<file path="src/rtl/booth_r4_mul_if.sv">
// booth_r4_mul_if: operand/control request and result/status bundle for the Booth multiplier
interface booth_r4_mul_if #(parameter int WIDTH = 8);
    logic                 start;
    logic                 clear;
    logic                 signed_mode;
    logic [WIDTH-1:0]     multiplicand;
    logic [WIDTH-1:0]     multiplier;
    logic [2*WIDTH-1:0]   product;
    logic                 busy;
    logic                 done;
    modport master (
        output start, clear, signed_mode, multiplicand, multiplier,
        input  product, busy, done
    );
    modport slave (
        input  start, clear, signed_mode, multiplicand, multiplier,
        output product, busy, done
    );
endinterface

</file>
<file path="src/rtl/booth_r4_mul.sv">
// booth_r4_mul: multi-cycle radix-4 Booth multiplier, signed/unsigned, start/done handshake
module booth_r4_mul #(parameter int WIDTH = 8) (
    input logic           clk,
    input logic           reset,
    booth_r4_mul_if.slave bus
);
    localparam int EW = WIDTH + 2;
    localparam int N  = EW / 2;
    localparam int CW = $clog2(N);
    typedef enum logic [1:0] {IDLE, RUN, DONE} state_t;
    state_t             state, state_nx;
    logic [EW-1:0]      m, q;
    logic [EW:0]        a, m1, m2, addend, a_sum;
    logic               q_m1;
    logic [CW-1:0]      count;
    logic [2*WIDTH-1:0] product;
    logic [2:0]         grp;
    logic [2*EW+1:0]    shifted;
    logic               accept, last;
    logic               m_sign, q_sign;
    assign accept = state != RUN && bus.start && !bus.clear;
    assign last   = state == RUN && count == CW'(N - 1);
    assign m_sign = bus.signed_mode & bus.multiplicand[WIDTH-1];
    assign q_sign = bus.signed_mode & bus.multiplier[WIDTH-1];
    assign grp    = {q[1:0], q_m1};
    assign m1     = {m[EW-1], m};
    assign m2     = {m, 1'b0};
    assign addend = (grp == 3'b001 || grp == 3'b010) ? m1
                  : (grp == 3'b011)                  ? m2
                  : (grp == 3'b100)                  ? -m2
                  : (grp == 3'b101 || grp == 3'b110) ? -m1
                  : '0;
    assign a_sum  = a + addend;
    // {A,Q,q_m1} shifted right arithmetically by two; q[0] and old q_m1 fall off
    assign shifted = {{2{a_sum[EW]}}, a_sum, q[EW-1:1]};
    assign bus.product = product;
    assign bus.busy    = state == RUN;
    assign bus.done    = state == DONE;
    // state register
    always_ff @(posedge clk or negedge reset) begin
        if (!reset) state <= IDLE;
        else        state <= state_nx;
    end
    // next state: clear wins, a new request may start from IDLE or DONE
    always_comb begin
        state_nx = clear_or_next();
    end
    function automatic state_t clear_or_next();
        return bus.clear      ? IDLE
             : accept         ? RUN
             : state == RUN   ? (last ? DONE : RUN)
             : IDLE;
    endfunction
    // operand capture, one recode/add/shift step per RUN cycle, product on the last step
    always_ff @(posedge clk or negedge reset) begin
        if (!reset) begin
            m       <= '0;
            q       <= '0;
            a       <= '0;
            q_m1    <= 1'b0;
            count   <= '0;
            product <= '0;
        end else if (accept) begin
            m     <= {{2{m_sign}}, bus.multiplicand};
            q     <= {{2{q_sign}}, bus.multiplier};
            a     <= '0;
            q_m1  <= 1'b0;
            count <= '0;
        end else if (state == RUN && !bus.clear) begin
            a     <= shifted[2*EW+1:EW+1];
            q     <= shifted[EW:1];
            q_m1  <= shifted[0];
            count <= count + 1'b1;
            if (last) product <= shifted[2*WIDTH:1];
        end
    end
endmodule

</file>
<file path="src/flat_wrapper.sv">
// flat-port wrapper written by rule: the top's interface ports become plain ports
module booth_r4_mul_flat 
#(parameter int WIDTH = 8)
  (clk, reset, bus_start, bus_clear, bus_signed_mode, bus_multiplicand, bus_multiplier, bus_product, bus_busy, bus_done);
  booth_r4_mul_if #(.WIDTH(WIDTH)) bus_i ();
  input logic clk;
  input logic reset;
  input wire logic [$bits(bus_i.start)-1:0] bus_start;
  input wire logic [$bits(bus_i.clear)-1:0] bus_clear;
  input wire logic [$bits(bus_i.signed_mode)-1:0] bus_signed_mode;
  input wire logic [$bits(bus_i.multiplicand)-1:0] bus_multiplicand;
  input wire logic [$bits(bus_i.multiplier)-1:0] bus_multiplier;
  output wire logic [$bits(bus_i.product)-1:0] bus_product;
  output wire logic [$bits(bus_i.busy)-1:0] bus_busy;
  output wire logic [$bits(bus_i.done)-1:0] bus_done;
  assign bus_i.start = bus_start;
  assign bus_i.clear = bus_clear;
  assign bus_i.signed_mode = bus_signed_mode;
  assign bus_i.multiplicand = bus_multiplicand;
  assign bus_i.multiplier = bus_multiplier;
  assign bus_product = bus_i.product;
  assign bus_busy = bus_i.busy;
  assign bus_done = bus_i.done;
  booth_r4_mul #(.WIDTH(WIDTH)) u_core (.clk(clk), .reset(reset), .bus(bus_i));
endmodule
</file>
<file path="config.mk">
export PLATFORM = sky130hd
export DESIGN_NAME = booth_r4_mul_flat
export DESIGN_NICKNAME = d
export VERILOG_FILES = /design/src/rtl/booth_r4_mul_if.sv /design/src/rtl/booth_r4_mul.sv /design/src/flat_wrapper.sv
export SDC_FILE = /design/constraint.sdc
export NUM_CORES = 1
export LEC_CHECK = 0
export ABC_CLOCK_PERIOD_IN_PS = 3300
export CAP_MARGIN = 10
export CORE_MARGIN = 3
export CORE_UTILIZATION = 50
export CTS_BUF_LIST = sky130_fd_sc_hd__clkbuf_2
export CTS_CLUSTER_SIZE = 10
export DETAILED_ROUTE_END_ITERATION = 7
export MAX_ROUTING_LAYER = met4
export PLACE_DENSITY = 0.74
export SLEW_MARGIN = 20
export SYNTH_ARGS = -nofsm -noshare
export SYNTH_HDL_FRONTEND = slang
export SYNTH_SLANG_ARGS = --single-unit
</file>
<file path="constraint.sdc">
create_clock -name clk -period 3.3 [get_ports clk]
set_input_delay 0.66 -clock clk [delete_from_list [all_inputs] [get_ports clk]]
set_output_delay 0.66 -clock clk [all_outputs]
set_load 0.05 [all_outputs]
</file>
-- Word-level counts from Yosys, hierarchy flattened
Index checks and enable logic that the tools add are counted.
Widths: inputs -> output; s select.
- mux-type cells: 16
- reduce and logical (&&, ||, !) cells: 9
- bitwise operators: 3
- equal/unequal tests: 10
- add/sub/neg operators: 4
- operators with widths (cell ; number):
    $mux 11 ; 6
    $neg 11->11 ; 2
    $mux 10 ; 2
    $eq 3x3->1 const B ; 4
    $add 11x11->11 ; 1
    $mux 2 ; 4
    $eq 3x2->1 const B ; 2
    $mux 3 ; 2
    $logic_and 1x1->1 ; 4
    $add 3x1->3 const B ; 1
    $eq 3x1->1 const B ; 1
    $reduce_and 3->1 ; 1
    $and 1x1->1 ; 2
    $eq 2x1->1 const B ; 1
    $eq 2x2->1 const B ; 1
    $logic_or 1x1->1 ; 2
    $mux 1 ; 2
    $ne 2x1->1 const B ; 1
    $reduce_bool 2->1 ; 1
    $logic_not 1->1 ; 1
    $not 1->1 ; 1
- bits of input ports: 21
- word-level logic and storage cells: 49
- flip-flop bits (word level): 52
- output and inout bits: 18

-- Logic depth before layout (Yosys ltp)
- depth after elaboration: 9
- mapped depth: 15
- gate-level depth less buffers: 15

-- Worst setup path before layout
No wires, ideal clock.
- path type: register -> register
- from: register u_core.m[2]
- to: register u_core.a[9]
- buffers on the path: 1
- stages on the path, launching flop included: 15
- data required time: 3.231 ns
- period minus slack after synthesis: 3.404 ns
- library setup time: 0.069 ns
- setup slack: -0.104 ns
- data arrival time: 3.336 ns
- path through: dfrtp_1 > buf_2 > or4_1 > nor3_1 > or3_1 > a21oi_1 > a211oi_1 > nor2_1 > ha_1 > or2_2 > or3_1 > o2111ai_1 > a21boi_0 > or3_1 > nand3_1
- longest elaborated chain between the ends: 8
- elaborated cells between the ends (all ways): 9
- classes of those cells: 3 x add/sub; 6 x mux
- RTL lines (what ; line ; source):
    start: declaration ; booth_r4_mul.sv:12 ; logic [EW-1:0] m, q;
    start signal: assignment ; booth_r4_mul.sv:64 ; m <= {{2{m_sign}}, bus.multiplicand};
    $neg 11->11 ; booth_r4_mul.sv:31 ; : (grp == 3'b101 || grp == 3'b110) ? -m1
    $mux 11 ; booth_r4_mul.sv:31 ;
    $mux 11 ; booth_r4_mul.sv:30 ; : (grp == 3'b100) ? -m2
    $mux 11 ; booth_r4_mul.sv:29 ; : (grp == 3'b011) ? m2
    $mux 11 * ; booth_r4_mul.sv:28 ; assign addend = (grp == 3'b001 || grp == 3'b010) ? m1
    $add 11x11->11 * ; booth_r4_mul.sv:33 ; assign a_sum = a + addend;
    $mux 11 * ; booth_r4_mul.sv:69 ; end else if (state == RUN && !bus.clear) begin
    $mux 11 * ; booth_r4_mul.sv:63 ; end else if (accept) begin
    end signal: assignment ; booth_r4_mul.sv:70 ; a <= shifted[2*EW+1:EW+1];
    end: declaration ; booth_r4_mul.sv:13 ; logic [EW:0] a, m1, m2, addend, a_sum;
Mark *: on every way between the ends. The rest lies on a longest branch, timed or not. The select of a mux whose other input is x is not followed.
A chain may end at the register's enable or synchronous reset.

-- Final worst setup path
- from: register u_core.m[3]
- to: register u_core.a[7]
The elaborated chain is that of the path after synthesis.

==> metrics.md <==
| Metric | Value |
|---|---|
| Core area | roughly 0.0057 sq mm |
| Int Pwr | 1529 uW |
| Slowest-stage cell, CP | or4_4 |
| Synth Instances | about 330 |
| Die span in y | 83.56 um |
| Critical Path AT | 3660 ps |
| Ant diodes | 0 |
| Clock-pin slew on the worst setup and hold paths | 270 ps |
| DR top layer | met4 |
| IO buf count | 38 |
| Crit path launch type | register |
| Clock Power Share | between 10% and 20% |
| R2r worst-path depth | 13 |
| Drt pass-1 iters | 4 |
| Final net count | roughly 420 |
| Final Cycle Share | 100.3% |
| RSZ-0062 raised after global routing | true |
| Routed Wire Length | slightly above 7000 um |
| Fmax | about 300 MHz |
| Leakage | approximately 0.0017 uW |
| WL met1 | 3554 um |
| Root Buffer | clkbuf_2 |
| Final setup viols | 2 |
| Synth top area share | 41.60% |
| Critical Path Source | u_core.m[3] |
| Crit Path Category | reg -> reg |
| GRT Total Usage | between 20 and 25% |
| Crit path time final | 3310 ps |
| Critical Path Stages | 13 |
| Register area share after synthesis | between 40% and 50% |
| DRC | 0 |
| Worst slew pin tran | roughly 650 ps |
| Fill count | between 400 and 500 |
| Flop pwr share | roughly 34% |
| Top area cells in the synthesized netlist | dfrtp_1 42%, nand2_1 7.5%, ha_1 6.2% |
| Flops & latches, synth | 50 |
| EDFF count, synth | 0 |
| Largest net degree at the start of global routing | 29 |
| Violated checks | setup timing |
| DR WL met2 | 3331 um |
| Logic gate share of total power | 53.2% |
| Cell class contributing the biggest share of worst-path delay | compound AO/OA/AOI/OAI gates |
| Slew margin rel. | 56.94% |
| Outcome | finished, violations left |
| Antenna violations before repair | 0 |
| MaxCap Viol Count | 0 |
| Critical Path End | u_core.a[7] |
| Crit. End Element | register |
| Rows | 27 |
| Pre-CTS setup slack | -79.37 ps |
| Peak VDD IR | 456.7 uV |
| Post-Syn Area | 0.003008 sq mm |
| Placed inst area | 0.003636 sq mm |
| Gpl congestion | 0.8479 |
| Starting Density | 53.00% |
| Later-pin clock latency in the skew report | between 400 and 500 ps |
| Routed wl met3 | roughly 280 um |
| Hold buffers post-CTS | 0 |
| Final count of hold timing violations | 0 |
| Htree depth | 2 |
| Psw | approximately 1100 uW |
| Mapped Avg Cell Area | 9.198 sq um |
| CTS Buffer Depth | 2 |
| Ports | 39 |
| Post-route cell area | 0.003765 sq mm |
| Slowest stage delay, CP | 580 ps |
| Via count | about 2.6k |
| Die X | 83.56 um |
| Final core occ | approximately 66% |
| Area of the die | 0.006982 sq mm |
| Most frequent cells in the layout | 60 x nand2_1, 49 x dfrtp_1, 37 x clkdlybuf4s50_1 |
| Sw frac | 42.19% |
| CP Cell Sequence | or4_4 > buf_6 > o21a_1 > or3_1 > a21oi_1 > a211oi_1 > nor2_1 > ha_2 > o22a_1 > o311a_1 > a311oi_2 > xnor2_1 > a22o_1 |
| Post-synth top flop | dfrtp_1 |
| Vias in the first global route | 2541 |
| Worst hold path type | in -> async |
| Worst Path Required | 3650 ps |
| HPWL Detailed | about 5300 um |
| Buf/Inv on CP | 1 |
| CTS sink cnt | 50 |
| Critical Path Fanout Max | 2 |
| Synth cell types | 52 |
| Total Power | 2645 uW |
| Share of layout cells above drive strength 1 | 18.60% |
| DR iter-0 viols | 205 |
| First-pass GRT wire length | 12360 um |
| Routed vias/inst | around 5.6 |
| Most common cell after layout, fill and taps aside | nand2_1 |
| Routed length per instance | 15.76 um |
| Crit Reg-Reg Endpoint | u_core.a[7] |
| CTS Buf Count | 5 |
| Synth Warn # | 0 |
| Final Slew Violations | 0 |
| Layout area overhead | 25.17% |
| Max Clock Skew | 17.90 ps |
| Antenna-violating nets left | 0 |
| Worst reg2reg setup slack | -10 ps |
| Fin worst setup slack | -9.614 ps |
| Top cell type by total area after synthesis | dfrtp_1 |
| R2r startpoint | u_core.m[3] |
| PwrDens | ~700 mW/mm^2 |
| Ys async rst share | 100.0% |
| CTS tree | built |
| Total global routing overflow | 0 |
| Mapped Nets | 364 |
[synthesized netlist by cell type (6+ instances only)]
cell	instances
xnor2_1	9
dfrtp_1	50
nor2_1	19
a22oi_1	9
ha_1	15
nor2b_1	6
inv_1	10
mux2_2	13
clkbuf_1	15
a21oi_1	14
a22o_1	10
nand2_1	60
o21ai_0	26
[flip-flops by register name, summed over array words and instances (netlist names)]
| signal | flops |
|---|---|
| u_core.q_m1 | 1 |
| u_core.q | 10 |
| u_core.a | 9 |
| u_core.state | 2 |
| u_core.m | 9 |
| u_core.count | 3 |
| u_core.bus.product | 16 |
[kinds of logic (layout without fill, tap and decap cells)]
| group | after synthesis | count (layout) | share of synthesized area, % |
|---|---|---|---|
| muxes | 16 | 16 | 5.865 |
| xor gates and xnor gates | 13 | 13 | 3.785 |
| AOI/OAI and AO/OA | 91 | 91 | 20.84 |
| and+or+nand+nor | 110 | 110 | 16.60 |
| DFF | 50 | 50 | 41.60 |
| adders and majority gates | 17 | 17 | 7.238 |
| buffers and inverters | 30 | 90 | 4.076 |
[routing by layer]
layer | vias to the layer above | global-route usage [%]
met1 | 1228 | 31.27
li1 | 1278 | -
met3 | 7 | 3.554
met2 | 55 | 33.12
met5 | - | -
met4 | 0 | 5.556
[per-stage QoR]
stage	std cells	hold slack, ps	TNS (ps)
finish	459	197.4	-17.58
global route	459	188.8	-574.2
CTS	458	202.3	0
detailed placement	449	461.6	-135.8
global placement	449	458.6	-27.88
floorplan	327	364.4	0
[final cells by class]
type,count,area [sq um],share of cell area (%)
clock buffers,5,25.02,0.6647
clock inverters,3,43.79,1.163
inverters,12,45.04,1.196
multi-input cells,247,1689,44.87
flip-flops and latches,50,1252,33.27
well taps,72,90.09,2.393
repair buffers,70,619.3,16.45
[power groups by stage]
stage	sequential (uW)	clock (uW)	combinational, uW
final	902	335	1410
after CTS	900	346	1380
after global placement	911	0	1340
after global routing	924	380	1540
after floorplan	1050	0	774
after detailed placement	915	0	1350
[worst min-delay path by stage]
| stage | from | end | slack (ps) | cells after the start |
|---|---|---|---|---|
| finish | reset | u_core.q[9] | 200 | 1 |
| global route | reset | u_core.q[9] | 190 | 1 |
| CTS | reset | u_core.a[5] | 200 | 1 |
| detailed placement | u_core.bus.product[0] | u_core.bus.product[0] | 460 | 2 |
| global placement | u_core.bus.product[4] | u_core.bus.product[4] | 460 | 2 |
| floorplan | reset | u_core.a[0] | 360 | 0 |
[timing repair]
action | CTS | global route
gates resized for setup | 2 | 8
setup buffers | 1 | 1
pin swaps | 4 | 15
setup endpoints to repair | 2 | 6
hold endpoints to repair | 0 | 0
[worst register-to-register path: stages, from the launching register on]
cell      delay, ps
dfrtp_1         440
or4_4           580
buf_6           140
o21a_1          160
or3_1           340
a21oi_1         140
a211oi_1         50
nor2_1          180
ha_2            300
o22a_1          210
o311a_1         150
a311oi_2        220
xnor2_1         110
a22o_1          200
No activity file was read; power rests on OpenSTA's default activity.
